--- src/rtl/display_spi_scheduler.sv ---
// display_spi_scheduler
// Arbitrating SPI write master for the display SPI slave.
// - reg0 is the enable register and reg1..reg8 are the digits.
// - Two requesters post {address, value} with a req/ack handshake.
// - Grants are round-robin. Each accepted write with a valid address is
//   sent as one 16-bit frame {CMD_WRITE, addr, value}, MSB first.
// - SPI mode 3: sclk idles high, the slave samples on the sclk rising edge,
//   and ss and mosi idle high.
//
// Ports:
//   clock_5meg_i          system clock; all logic runs on its rising edge
//   rst_low_i             synchronous reset, active low
//   reqN_i/addrN_i/dataN_i  requester N write request, address and value
//   ackN_o                one-cycle accept pulse to requester N
//   err_o                 pulses with ack when the accepted address is out of range
//   busy_o                high from the accept cycle through the end of the gap
//   frame_done_o          one-cycle pulse when ss returns high after a full frame
//   spi_sclk_o/spi_ss_o/spi_mosi_o  SPI bus; all registered
module display_spi_scheduler #(
  parameter int         HALF_PERIOD   = 2,
  parameter int         GAP_CYCLES    = 4,
  parameter int         NUM_REGISTERS = 9,
  parameter logic [3:0] CMD_WRITE     = 4'b0001
) (
  input  logic       clock_5meg_i,
  input  logic       rst_low_i,
  input  logic       req0_i,
  input  logic [3:0] addr0_i,
  input  logic [7:0] data0_i,
  output logic       ack0_o,
  input  logic       req1_i,
  input  logic [3:0] addr1_i,
  input  logic [7:0] data1_i,
  output logic       ack1_o,
  output logic       err_o,
  output logic       busy_o,
  output logic       frame_done_o,
  output logic       spi_sclk_o,
  output logic       spi_ss_o,
  output logic       spi_mosi_o
);

  typedef enum logic [2:0] {
    IDLE   = 3'd0,
    SETUP  = 3'd1,
    SCK_LO = 3'd2,
    SCK_HI = 3'd3,
    HOLD   = 3'd4,
    GAP    = 3'd5
  } state_t;

  localparam logic [7:0] HALF_LAST = 8'(HALF_PERIOD - 1);
  localparam logic [7:0] GAP_LAST  = 8'(GAP_CYCLES - 1);
  localparam logic [3:0] LAST_BIT  = 4'd15;

  // True when the address has no matching slave register.
  function automatic logic addr_is_bad(input logic [3:0] addr);
    return ({28'd0, addr} >= 32'(NUM_REGISTERS));
  endfunction

  // Builds the write frame as it appears on the wire, MSB first.
  function automatic logic [15:0] build_frame(input logic [3:0] addr, input logic [7:0] value);
    return {CMD_WRITE, addr, value};
  endfunction

  state_t      state_r, state_s;
  logic [7:0]  cnt_r, cnt_s;
  logic [3:0]  bit_r, bit_s;
  // The MSB of the shift register drives mosi directly. The register is
  // filled with ones while idle, so mosi idles high.
  logic [15:0] shift_r, shift_s;
  logic        prefer_r, prefer_s;
  logic        sclk_r, sclk_s;
  logic        ss_r, ss_s;
  logic        ack0_r, ack0_s;
  logic        ack1_r, ack1_s;
  logic        err_r, err_s;
  logic        busy_r, busy_s;
  logic        done_r, done_s;

  logic        want0_s, want1_s, pick1_s;
  logic [3:0]  sel_addr_s;
  logic [7:0]  sel_data_s;
  logic [15:0] frame_s;

  // A request is masked while its own ack is pulsing.
  // This stops it from being granted a second time before the requester drops req.
  assign want0_s    = req0_i & ~ack0_r;
  assign want1_s    = req1_i & ~ack1_r;
  // prefer_r = 1 means requester 1 wins a tie.
  assign pick1_s    = want1_s & (~want0_s | prefer_r);
  assign sel_addr_s = pick1_s ? addr1_i : addr0_i;
  assign sel_data_s = pick1_s ? data1_i : data0_i;
  assign frame_s    = build_frame(sel_addr_s, sel_data_s);

  // Next-state and next-output logic for the frame sequencer.
  always_comb begin
    state_s  = state_r;
    cnt_s    = cnt_r;
    bit_s    = bit_r;
    shift_s  = shift_r;
    prefer_s = prefer_r;
    sclk_s   = sclk_r;
    ss_s     = ss_r;
    ack0_s   = 1'b0;
    ack1_s   = 1'b0;
    err_s    = 1'b0;
    busy_s   = busy_r;
    done_s   = 1'b0;
    case (state_r)
      IDLE: begin
        if (want0_s || want1_s) begin
          ack0_s   = ~pick1_s;
          ack1_s   = pick1_s;
          prefer_s = ~pick1_s;
          if (addr_is_bad(sel_addr_s)) begin
            // Accept and flag the write, but send nothing.
            err_s   = 1'b1;
            state_s = IDLE;
          end else begin
            shift_s = frame_s;
            ss_s    = 1'b0;
            busy_s  = 1'b1;
            cnt_s   = 8'd0;
            bit_s   = 4'd0;
            state_s = SETUP;
          end
        end else begin
          state_s = IDLE;
        end
      end
      SETUP: begin
        if (cnt_r == HALF_LAST) begin
          cnt_s   = 8'd0;
          sclk_s  = 1'b0;
          state_s = SCK_LO;
        end else begin
          cnt_s = cnt_r + 8'd1;
        end
      end
      SCK_LO: begin
        if (cnt_r == HALF_LAST) begin
          cnt_s   = 8'd0;
          sclk_s  = 1'b1;
          state_s = SCK_HI;
        end else begin
          cnt_s = cnt_r + 8'd1;
        end
      end
      SCK_HI: begin
        if (cnt_r == HALF_LAST) begin
          cnt_s = 8'd0;
          if (bit_r == LAST_BIT) begin
            state_s = HOLD;
          end else begin
            // Present the next bit on the falling edge.
            sclk_s  = 1'b0;
            bit_s   = bit_r + 4'd1;
            shift_s = {shift_r[14:0], 1'b1};
            state_s = SCK_LO;
          end
        end else begin
          cnt_s = cnt_r + 8'd1;
        end
      end
      HOLD: begin
        if (cnt_r == HALF_LAST) begin
          cnt_s   = 8'd0;
          ss_s    = 1'b1;
          shift_s = 16'hFFFF;
          done_s  = 1'b1;
          state_s = GAP;
        end else begin
          cnt_s = cnt_r + 8'd1;
        end
      end
      GAP: begin
        if (cnt_r == GAP_LAST) begin
          cnt_s   = 8'd0;
          busy_s  = 1'b0;
          state_s = IDLE;
        end else begin
          cnt_s = cnt_r + 8'd1;
        end
      end
      default: begin
        state_s = IDLE;
        cnt_s   = 8'd0;
        sclk_s  = 1'b1;
        ss_s    = 1'b1;
        shift_s = 16'hFFFF;
        busy_s  = 1'b0;
      end
    endcase
  end

  // State and output registers.
  // Reset truncates any frame in progress and returns the bus to idle levels.
  always_ff @(posedge clock_5meg_i) begin
    if (!rst_low_i) begin
      state_r  <= IDLE;
      cnt_r    <= 8'd0;
      bit_r    <= 4'd0;
      shift_r  <= 16'hFFFF;
      prefer_r <= 1'b0;
      sclk_r   <= 1'b1;
      ss_r     <= 1'b1;
      ack0_r   <= 1'b0;
      ack1_r   <= 1'b0;
      err_r    <= 1'b0;
      busy_r   <= 1'b0;
      done_r   <= 1'b0;
    end else begin
      state_r  <= state_s;
      cnt_r    <= cnt_s;
      bit_r    <= bit_s;
      shift_r  <= shift_s;
      prefer_r <= prefer_s;
      sclk_r   <= sclk_s;
      ss_r     <= ss_s;
      ack0_r   <= ack0_s;
      ack1_r   <= ack1_s;
      err_r    <= err_s;
      busy_r   <= busy_s;
      done_r   <= done_s;
    end
  end

  assign ack0_o       = ack0_r;
  assign ack1_o       = ack1_r;
  assign err_o        = err_r;
  assign busy_o       = busy_r;
  assign frame_done_o = done_r;
  assign spi_sclk_o   = sclk_r;
  assign spi_ss_o     = ss_r;
  assign spi_mosi_o   = shift_r[15];

endmodule
--- config.mk ---
export PLATFORM = sky130hd
export DESIGN_NAME = display_spi_scheduler
export DESIGN_NICKNAME = d
export VERILOG_FILES = /design/src/rtl/display_spi_scheduler.sv
export SDC_FILE = /design/constraint.sdc
export NUM_CORES = 1
export LEC_CHECK = 0
export CORE_MARGIN = 5
export CORE_UTILIZATION = 45
export CTS_BUF_LIST = sky130_fd_sc_hd__clkbuf_8
export DETAILED_ROUTE_END_ITERATION = 10
export PLACE_DENSITY_LB_ADDON = 0.15
export SETUP_SLACK_MARGIN = 0.5
export SYNTH_ARGS = -nofsm -noshare
export SYNTH_HDL_FRONTEND = slang
export SYNTH_SLANG_ARGS = --single-unit
--- constraint.sdc ---
create_clock -name clock_5meg_i -period 2.9 [get_ports clock_5meg_i]
set_input_delay 0.58 -clock clock_5meg_i [delete_from_list [all_inputs] [get_ports clock_5meg_i]]
set_output_delay 0.58 -clock clock_5meg_i [all_outputs]
set_load 0.005 [all_outputs]
-- Yosys cells after proc, flatten, opt, wreduce, memory -nomap -nowiden
Index checks and enable logic that the tools add are counted.
- output and inout port bits: 8
- register bits: 39
- logic and storage cells: 101
- multiplexer cells: 41
- eq/ne operators: 16
- order comparisons: 1
- add/subtract/negate cells: 2
- bitwise logic cells: 12
- reductions and logical operators: 17
- operators by type and width (operator ; count):
    $mux W16 ; 5
    $pmux W16 S4 ; 1
    $mux W8 ; 5
    $pmux W8 S3 ; 1
    $mux W3 ; 7
    $mux W4 ; 5
    $pmux W3 S6 ; 1
    $ne A2 B2 Y1 const B ; 8
    $reduce_and A5 Y1 ; 3
    $mux W1 ; 12
    $add A8 B1 Y8 const B ; 1
    $eq A8 B1 Y1 const B ; 1
    $eq A8 B2 Y1 const B ; 1
    $not A1 Y1 ; 8
    $pmux W4 S2 ; 1
    $reduce_and A4 Y1 ; 2
    $reduce_or A4 Y1 ; 2
    $eq A3 B2 Y1 const B ; 2
    $eq A3 B3 Y1 const B ; 2
    $pmux W1 S3 ; 2
    $reduce_and A2 Y1 ; 3
    $reduce_and A6 Y1 ; 1
    $reduce_or A3 Y1 ; 2
    $add A4 B1 Y4 const B ; 1
    other kinds (10) ; 12

-- Depth between registers and ports, before layout
Gate-level depths: netlist of the first run.
- depth in word-level cells: 10
- gate-level depth with buffers: 9

-- Worst setup path before layout of the first run
No wires, ideal clock.
- kind: input port to flip-flop
- from: input port req0_i
- to: register shift_r[12]
- data required time: 2.779 ns
- library setup time: 0.121 ns
- cell stages on the path: 6
- arrival time: 1.819 ns
- slack: 0.960 ns
- cell sequence: or3b_1 > a21oi_1 > o31a_1 > a21o_1 > buf_6 > mux2_4
- word-level cells in the longest chain between the ends: 8
- elaborated cells on any way between the ends: 10
- classes of those cells: 1 x order compare; 2 x eq/ne; 1 x mux; 4 x bitwise; 2 x reduce/logical
- RTL lines (what ; line ; source):
    from (decl) ; 27 ; input logic req0_i,
    $and A1 B1 Y1 * ; 88 ; assign want0_s = req0_i & ~ack0_r;
    $not A1 Y1 ; 91 ; assign pick1_s = want1_s & (~want0_s | prefer_r);
    $or A1 B1 Y1 ; 91 ;
    $and A1 B1 Y1 ; 91 ;
    $mux W4 ; 92 ; assign sel_addr_s = pick1_s ? addr1_i : addr0_i;
    $ge A4 B4 Y1 ; 58 ; return ({28'd0, addr} >= 32'(NUM_REGISTERS));
    $ne A2 B2 Y1 (no line) ; -- ;
    $reduce_and A6 Y1 (no line) * ; -- ;
    to (signal assigned) ; 217 ; shift_r <= shift_s;
    to (decl) ; 71 ; logic [15:0] shift_r, shift_s;
Mark *: on every way between the ends. The rest lies on a longest branch, timed or not.
A chain may end at the register's enable or synchronous reset.

-- Worst setup path in the final report of the first run
- from: input port addr1_i[0]
- to: register state_r[0]
- word-level cells in the longest chain between the ends: 5
- RTL lines (what ; line ; source):
    from (decl) ; 32 ; input logic [3:0] addr1_i,
    $mux W4 ; 92 ;
    $ge A4 B4 Y1 ; 58 ;
    $mux W1 ; 116 ; if (addr_is_bad(sel_addr_s)) begin
    $mux W3 ; 112 ; if (want0_s || want1_s) begin
    $pmux W3 S6 ; 110 ; case (state_r)
    to (signal assigned) ; 214 ; state_r <= state_s;
    to (decl) ; 66 ; state_t state_r, state_s;
Every way passes these cells.

==> results of run 1 <==
power groups by stage:
stage | clock network (uW) | registers (uW) | logic [uW]
detailed placement | 0 | 804 | 1310
floorplan | 0 | 769 | 954
CTS | 380 | 793 | 1310
global placement | 0 | 799 | 1310
global route | 410 | 812 | 1480
finish | 366 | 794 | 1350
state kept, by name, summed over array words and instances, names as in the netlist:
| register | count |
|---|---|
| spi_ss_o | 1 |
| shift_r | 16 |
| busy_o | 1 |
| cnt_r | 8 |
| ack0_o | 1 |
| frame_done_o | 1 |
| prefer_r | 1 |
| spi_sclk_o | 1 |
| err_o | 1 |
| bit_r | 4 |
| ack1_o | 1 |
| state_r | 3 |
worst reg2reg max path: stages, from the launching register on:
cell and delay [ns]:
dfxtp_1 0.40, ha_1 0.18, nor3b_2 0.31, nand2_1 0.24, nor2_1 0.60, a211oi_1 0.12, a31o_2 0.25
cell families (layout without fill, tap and decap cells):
group | Yosys count | count (layout) | synth area share (%)
simple gates | 91 | 91 | 22.2
buf+inv | 40 | 75 | 7.89
mux | 3 | 3 | 1.57
compound gates | 100 | 100 | 31.8
fa+ha+maj | 3 | 3 | 1.68
flops | 39 | 39 | 34.9
area by class of cell:
cell class,instances,area share [%]
repair buffers,53,17.5
multi-input cells,197,46.1
clock buffers,6,2.98
flip-flops and latches,39,28.1
inverters,15,2.03
well taps,67,3.02
clock inverters,1,0.180
metrics by stage:
stage / hold slack, ns / util, % / worst slack [ns] / area (sq um)
finish: 0.458 / 58.0 / 0.571 / 2770
global placement: 0.438 / 55.8 / 0.260 / 2670
CTS: 0.461 / 57.6 / 0.529 / 2760
global route: 0.485 / 58.0 / 0.496 / 2770
floorplan: 0.431 / - / 0.960 / 2240
detailed placement: 0.445 / 55.8 / 0.230 / 2670
Yosys cell counts (6+ instances only):
library cell,n
dfxtp_1,39
nand3_1,21
o21ai_0,20
nand2_1,17
nor2_1,16
inv_1,15
a31oi_1,14
clkbuf_1,13
a2111oi_0,10
a32oi_1,10
a21oi_1,8
buf_2,8
nand3b_1,6
nor3_1,6
worst paths after layout:
| kind | startpoint | endpoint | cells after the start |
|---|---|---|---|
| max reg2reg | cnt_r[0] | cnt_r[4] | 6 |
| min reg2reg | spi_ss_o | spi_ss_o | 1 |
| min | spi_ss_o | spi_ss_o | 1 |
| max | addr1_i[0] | state_r[0] | 7 |
layout by cell type (no fill, tap or decap), drive strengths merged, types with 3 or more instances in the layout:
cell / instances
a2111oi: 10
a211oi: 4
a21boi: 4
a21o: 3
a21oi: 8
a221o: 3
a31o: 4
a31oi: 14
a32oi: 10
and2: 3
buf: 18
clkbuf: 6
clkdlybuf4s50: 35
dfxtp: 39
ha: 3
inv: 15
nand2: 17
nand3: 21
nand3b: 6
nor2: 16
nor2b: 3
nor3: 6
nor4: 3
o21ai: 21
o22ai: 3
o31ai: 4
or2: 4
what timing repair did:
item,4_1_cts,5_1_grt
gates resized for setup,0,1
buffers inserted,0,2
endpoints found under the hold margin,0,0
setup endpoints to repair,0,14
layer usage:
metal	GRT usage, %	wire length [um]	up-vias
met5	0	0	-
met4	5.24	72	0
met3	4.26	243	6
met2	29.1	2650	48
met1	26.2	2850	1052
li1	-	-	1110
==> flow_summary.yaml, run 1 <==
power:
  power_switching_share_pct: 42.0
  power_frac_clock_pct: 14.6
  combPwrFrac_pct: 53.7
  p_leak_uw: 0.00105
  pwr-share-seq_pct: 31.7
  p_int_uw: 1450
  power_density_mw_per_mm2: 904
  ir_drop_mv: 0.479
  power_uw: 2510
  p_sw_uw: 1050
clocking:
  clockBufferDepth: 2
  cts_tree: "yes"
  root_buffer: "clkbuf_8"
  cts_made_buffers: 5
  hold_buffers: 0
  h-tree-depth: 2
  cts_sinks: 39
  path_clk_slew_ns: 0.07
  clock_latency_ns: 0.28
layout:
  diodes: 0
  finalNetCount: 342
  drive_above_1_share_pct: 12.9
  fill_cells: 456
  area.sequential_sq_um: 781
  multi_input_area_sq_mm: 0.00128
  final_cells: 378
  area_growth_syn_to_layout_pct: 24.1
synthesis:
  synth_edf_count: 0
  syn_nets: 307
  syn_inst: 276
  synth_seq_cells: 39
  ys_async_sr_fraction_pct: 0
  synth_seq_area_share_pct: 34.9
  ys_types: 51
  yosys.area.top_type_share_pct: 34.9
  syn-cell-area_sq_mm: 0.00224
  synth_flop_cell: "dfxtp_1"
  yosysTopAreaCell: "dfxtp_1"
  netlist_top_cells_area: "dfxtp_1, nand3_1, o21ai_0, a2111oi_0, a31oi_1"
  ys_warn_count: 0
  avgSynthCellArea_sq_um: 8.10
floorplanning:
  dieArea_sq_mm: 0.00648
  coreArea_sq_mm: 0.00479
  start_util_pct: 46.7
  io_pins: 36
  die_h_um: 80.5
  rows: 25
  die_x_um: 80.5
min_path:
  hold_class: "flop to flop"
job:
  maxCapViolCount: 0
critical_path:
  critPathKind: "input port to flop"
  crit_path_end_kind: "flop"
  critPathSlowestCell: "clkdlybuf4s50_1"
  cp.buffers_inverters: 2
  crit_family: "compound AO/OA/AOI/OAI gates"
  timing.reg2reg.setup_slack_ns: 0.69
  cp_max_fo: 8
  cp.required_ns: 3.09
  critPathLaunchType: "input port"
  cp_cell_sequence: "clkdlybuf4s50_1 -> o31ai_1 -> nor3_1 -> o31a_1 -> buf_4 -> o21bai_1 -> a311oi_1"
  max_stage_delay_ns: 0.42
  arrival_ns: 2.52
timing:
  finalMaxSlewViolations: 0
  worstMarginPinSlew_ns: 0.708
  finalHoldViolations: 0
  fin_tns_setup_ns: 0
  rsz0062_at_grt: "yes"
  skew_ns: 0.00652
  setup_violations: 0
  fmax_ghz: 0.429
  min_period_over_period_pct: 80.3
  relSlewSlack_pct: 52.6
  fin_crit_ns: 2.33
global_route:
  first_global_vias: 2006
  grt_usage_pct: 18.8
  grt_pass1_wl_um: 9660
  grt_max_degree: 26
  overflow: 0
  antenna_found_initial: 0
placement:
  hpwl_um: 4240
  finalWeightedCongestion: 0.864
  io_buffer_count: 35
  dp.cells: 369
routing:
  drc: 0
  first_iter_violations: 158
  vias: 2216
  drt-wirelength-per-cell_um: 15.4
  via_per_inst: 5.86
  drt-total-wl_um: 5820
  dr.pass1.iters: 4
  antenna_left: 0
outcome:
  outcome: "completed"
(Power assumes the default switching activity.)
==> inputs of run 2 (changes only) <==
==> constraint.sdc (replaced) <==
create_clock -name clock_5meg_i -period 2.1 [get_ports clock_5meg_i]
set_input_delay 0.42 -clock clock_5meg_i [delete_from_list [all_inputs] [get_ports clock_5meg_i]]
set_output_delay 0.42 -clock clock_5meg_i [all_outputs]
set_load 0.005 [all_outputs]
==> flow_summary.yaml, run 2 (synthesized netlist as in run 1, its figures left out) <==
global_route:
  grt_pass1_wl_um: 11700
  overflow: 0
  antenna_found_initial: 0
  first_global_vias: 2385
  grt_max_degree: 28
  grt_usage_pct: 22.9
routing:
  drt-total-wl_um: 7240
  dr.pass1.iters: 4
  via_per_inst: 6.00
  drt-wirelength-per-cell_um: 17.6
  antenna_left: 0
  first_iter_violations: 155
  vias: 2472
  drc: 0
outcome:
  outcome: "completed"
clocking:
  h-tree-depth: 2
  cts_tree: "yes"
  clockBufferDepth: 2
  clock_latency_ns: 0.30
  cts_sinks: 39
  root_buffer: "clkbuf_8"
  path_clk_slew_ns: 0.08
  cts_made_buffers: 5
  hold_buffers: 0
floorplanning:
  io_pins: 36
  coreArea_sq_mm: 0.00479
  die_x_um: 80.5
  rows: 25
  dieArea_sq_mm: 0.00648
  start_util_pct: 46.7
  die_h_um: 80.5
timing:
  finalHoldViolations: 0
  hold_slack_ns: 0.465
  rsz0062_at_grt: "yes"
  fin_crit_ns: 1.83
  skew_ns: 0.00689
  worstMarginPinSlew_ns: 0.401
  fmax_ghz: 0.545
  finalMaxSlewViolations: 0
  min_period_over_period_pct: 87.4
  relSlewSlack_pct: 73.2
  setup_violations: 0
critical_path:
  cp_max_fo: 7
  r2r_cells: 7
  critPathKind: "flop to flop"
  cp.required_ns: 2.29
  crit_path_end_kind: "flop"
  arrival_ns: 2.02
  critPathLaunchType: "flop"
layout:
  area_growth_syn_to_layout_pct: 57.6
  final_common_cell: "buf_4"
  finalNetCount: 375
  layout_common_cells: "buf_4, dfxtp_1, nand3_1, clkdlybuf4s50_1, o21ai_0"
  largest_register_ff_count: 16
  diodes: 0
  fill_cells: 340
  final_cells: 412
  top_register: "shift_r"
  top_regs: "shift_r (16), cnt_r (8), bit_r (4)"
  drive_above_1_share_pct: 36.5
power:
  power_density_mw_per_mm2: 1380
  p_leak_uw: 0.00134
  ir_drop_mv: 0.871
placement:
  io_buffer_count: 35
  dp.cells: 383
  finalWeightedCongestion: 0.833
  hpwl_um: 4350
min_path:
  min_path_cells: 1
  hold_class: "flop to flop"
job:
  maxCapViolCount: 0
## run 2: cell types whose count changed in the layout (fill, tap and decap cells not counted), moves of 8 or more
cell,change
dfxtp_2,+8
clkdlybuf4s50_1,-14
buf_6,+8
a2111oi_0,-10
buf_4,+20
a2111oi_4,+9
dfxtp_1,-12
## run 2: worst paths after layout
check,slack (ns),to,start
setup / recovery,0.27,shift_r[15],cnt_r[1]
hold reg to reg,0.46,bit_r[3],bit_r[3]
hold / removal,0.46,bit_r[3],bit_r[3]
setup reg to reg,0.27,shift_r[15],cnt_r[1]
## run 2: timing repair
item / in CTS / in global routing
pin swaps: 21 / 9
gates resized for setup: 86 / 28
buffers inserted: 13 / 4
cloned: 4 / 0
endpoints found under the setup margin: 38 / 40
## run 2: routing by layer
layer  vias up  global-route usage, %  share of wire (%)  routed length [um]
met3        16                   4.37                5.2                 378
met5         -                      0                  0                   0
li1       1178                      -                  -                   -
met2        78                   35.8                 48                3510
met4         0                   9.29                2.5                 180
met1      1200                   30.8                 44                3180
## run 2: through the flow
step | cell area (sq um) | power (uW) | setup slack, ns | TNS (ns) | util, %
after floorplan | 2330 | 2510 | 0.349 | 0 | -
after global placement | 2870 | 3190 | -0.243 | -4.79 | 60.0
after detailed placement | 2870 | 3210 | -0.254 | -5.20 | 60.0
after CTS | 3330 | 4450 | 0.307 | 0 | 69.6
after global routing | 3520 | 5160 | 0.182 | 0 | 73.6
final | 3520 | 4880 | 0.265 | 0 | 73.6
## run 2: final cells by class
class / instances / area [sq um] / share of cell area (%)
clock inverter: 1 / 3.75 / 0.107
inverter: 15 / 56.3 / 1.60
timing repair buffer: 86 / 791 / 22.4
multi-input combinational: 197 / 1690 / 47.9
tap: 67 / 83.8 / 2.38
sequential: 39 / 806 / 22.9
clock buffer: 7 / 96.3 / 2.73
## run 2: power breakdown
part	internal, uW	switching [uW]
sequential	975	146
combinational	1470	1710
clock	296	283
total	2740	2140
## run 2: critical path: stages, from the launching register on
cell and delay [ns]:
dfxtp_2 0.33, inv_2 0.06, ha_4 0.12, nor3b_4 0.28, and4_4 0.29, a21oi_4 0.05, a21o_4 0.26, a221o_1 0.34
==> inputs of run 3 (changes only) <==
--- a/config.mk
+++ b/config.mk
@@ -9,6 +9,7 @@
 export CORE_UTILIZATION = 45
 export CTS_BUF_LIST = sky130_fd_sc_hd__clkbuf_8
 export DETAILED_ROUTE_END_ITERATION = 10
+export GPL_TIMING_DRIVEN = 0
 export PLACE_DENSITY_LB_ADDON = 0.15
 export SETUP_SLACK_MARGIN = 0.5
 export SYNTH_ARGS = -nofsm -noshare
==> flow_summary.yaml, run 3 (synthesized netlist as in run 1, its figures left out) <==
global_route:
  overflow: 0
  grt_usage_pct: 22.9
  grt_pass1_wl_um: 11800
  antenna_found_initial: 0
  grt_max_degree: 13
  first_global_vias: 2383
critical_path:
  setup.worst_path.start: "cnt_r[1]"
  cp.required_ns: 2.29
  timing.reg2reg.setup_slack_ns: 0.12
  arrival_ns: 2.17
  crit_path_end_kind: "flop"
  crit_path_end: "shift_r[14]"
  r2r_cells: 8
  cp_max_fo: 6
  r2r_end: "shift_r[14]"
  critPathKind: "flop to flop"
  worstReg2RegStart: "cnt_r[1]"
  critPathLaunchType: "flop"
timing:
  relSlewSlack_pct: 62.8
  rsz0062_at_grt: "yes"
  worstMarginPinSlew_ns: 0.552
  setup_violations: 0
  min_period_over_period_pct: 94.3
  finalMaxSlewViolations: 0
  fmax_ghz: 0.505
  fin_crit_ns: 1.98
  finalHoldViolations: 0
  skew_ns: 0.0176
  setup_ws_ns: 0.119
clocking:
  cts_sinks: 39
  cts_tree: "yes"
  path_clk_slew_ns: 0.09
  root_buffer: "clkbuf_8"
  hold_buffers: 0
  clock_latency_ns: 0.30
  cts_made_buffers: 5
  clockBufferDepth: 2
  h-tree-depth: 2
floorplanning:
  die_h_um: 80.5
  start_util_pct: 46.7
  rows: 25
  io_pins: 36
  die_x_um: 80.5
  dieArea_sq_mm: 0.00648
  coreArea_sq_mm: 0.00479
placement:
  hpwl_um: 4610
  finalWeightedCongestion: 0.821
  io_buffer_count: 34
  pre_cts_slack_ns: -0.343
min_path:
  hold_class: "flop to flop"
layout:
  layout_common_cells: "dfxtp_1, buf_4, clkdlybuf4s50_1"
  diodes: 0
  largest_register_ff_count: 16
  fill_cells: 328
  top_regs: "shift_r (16), cnt_r (8), bit_r (4)"
  area_growth_syn_to_layout_pct: 57.2
  finalNetCount: 370
  final_common_cell: "dfxtp_1"
  drive_above_1_share_pct: 37.6
  top_register: "shift_r"
power:
  p_leak_uw: 0.00131
  p_int_uw: 2790
  power_density_mw_per_mm2: 1450
  power_frac_clock_pct: 13.2
  power_uw: 5100
  pwr-share-seq_pct: 21.7
  power_switching_share_pct: 45.3
  combPwrFrac_pct: 65.2
  ir_drop_mv: 1.14
  p_sw_uw: 2310
routing:
  via_per_inst: 6.34
  drt-total-wl_um: 8040
  first_iter_violations: 233
  antenna_left: 0
  drc: 0
  drt-wirelength-per-cell_um: 19.8
  dr.pass1.iters: 5
  vias: 2581
job:
  maxCapViolCount: 0
outcome:
  outcome: "completed"
run 3: cell types whose count changed in the layout (fill, tap and decap cells not counted), sizes merged:
cell,before,now
dlygate4sd2,4,8
bufinv,0,1
buf,53,34
clkinv,0,1
dlymetal6s2s,4,3
clkbuf,7,20
clkdlybuf4s15,4,1
inv,16,15
run 3: repair_timing:
item                       in CTS  in global routing
pin swaps                      12                 11
setup endpoints to repair      40                 41
setup buffers                  13                  6
gates cloned                    2                  1
resized for setup              65                 70
run 3: how the worst min path moves through the flow:
stage | startpoint | to | slack [ns] | cells past startpoint
4_1_cts | bit_r[3] | bit_r[3] | 0.47 | 1
5_1_grt | bit_r[2] | bit_r[2] | 0.51 | 1
3_5_place_dp | bit_r[3] | bit_r[3] | 0.46 | 1
2_1_floorplan | bit_r[3] | bit_r[3] | 0.43 | 1
6_report | spi_ss_o | spi_ss_o | 0.46 | 1
3_3_place_gp | spi_ss_o | spi_ss_o | 0.44 | 1
run 3: area by class of cell:
type,instances,area [sq um],area share [%]
multi-input cells,197,1770,50.3
flip-flops and latches,39,801,22.8
repair buffers,56,505,14.4
plain buffers,25,184,5.23
well taps,67,83.8,2.38
clock buffers,6,82.6,2.35
inverters,15,56.3,1.60
clock inverters,2,35.0,0.996
run 3: worst max-delay path, stage by stage, from the launching register on:
cell and delay, ns:
dfxtp_2 0.35, inv_2 0.07, ha_4 0.12, nor3b_4 0.31, and4_4 0.29, a21oi_2 0.05, a21o_1 0.23, buf_6 0.15
a221o_1 0.32
run 3: routing by layer:
| layer | track usage, % | share of wire (%) | vias up | wire (um) |
|---|---|---|---|---|
| li1 | - | - | 1172 | - |
| met1 | 31.7 | 43 | 1253 | 3420 |
| met2 | 35.5 | 48 | 132 | 3880 |
| met3 | 5.16 | 7.1 | 24 | 567 |
| met4 | 6.42 | 2.2 | 0 | 176 |
| met5 | 0 | 0 | - | 0 |
run 3: through the flow:
stage / hold WS [ns] / util, % / area (sq um) / cells / TNS [ns]
3_3_place_gp: 0.440 / 57.6 / 2760 / 377 / -7.29
4_1_cts: 0.471 / 65.6 / 3140 / 400 / 0
3_5_place_dp: 0.456 / 57.6 / 2760 / 377 / -7.78
2_1_floorplan: 0.431 / - / 2330 / 276 / 0
5_1_grt: 0.515 / 73.5 / 3520 / 407 / 0
6_report: 0.457 / 73.5 / 3520 / 407 / 0
run 3: power by group through the flow:
| stage | Combinational, uW | Clock [uW] | Sequential (uW) |
|---|---|---|---|
| CTS | 2480 | 675 | 1090 |
| finish | 3320 | 671 | 1100 |
| global route | 3490 | 700 | 1130 |
| floorplan | 1440 | 0 | 1070 |
| global placement | 1970 | 0 | 1080 |
| detailed placement | 1990 | 0 | 1090 |
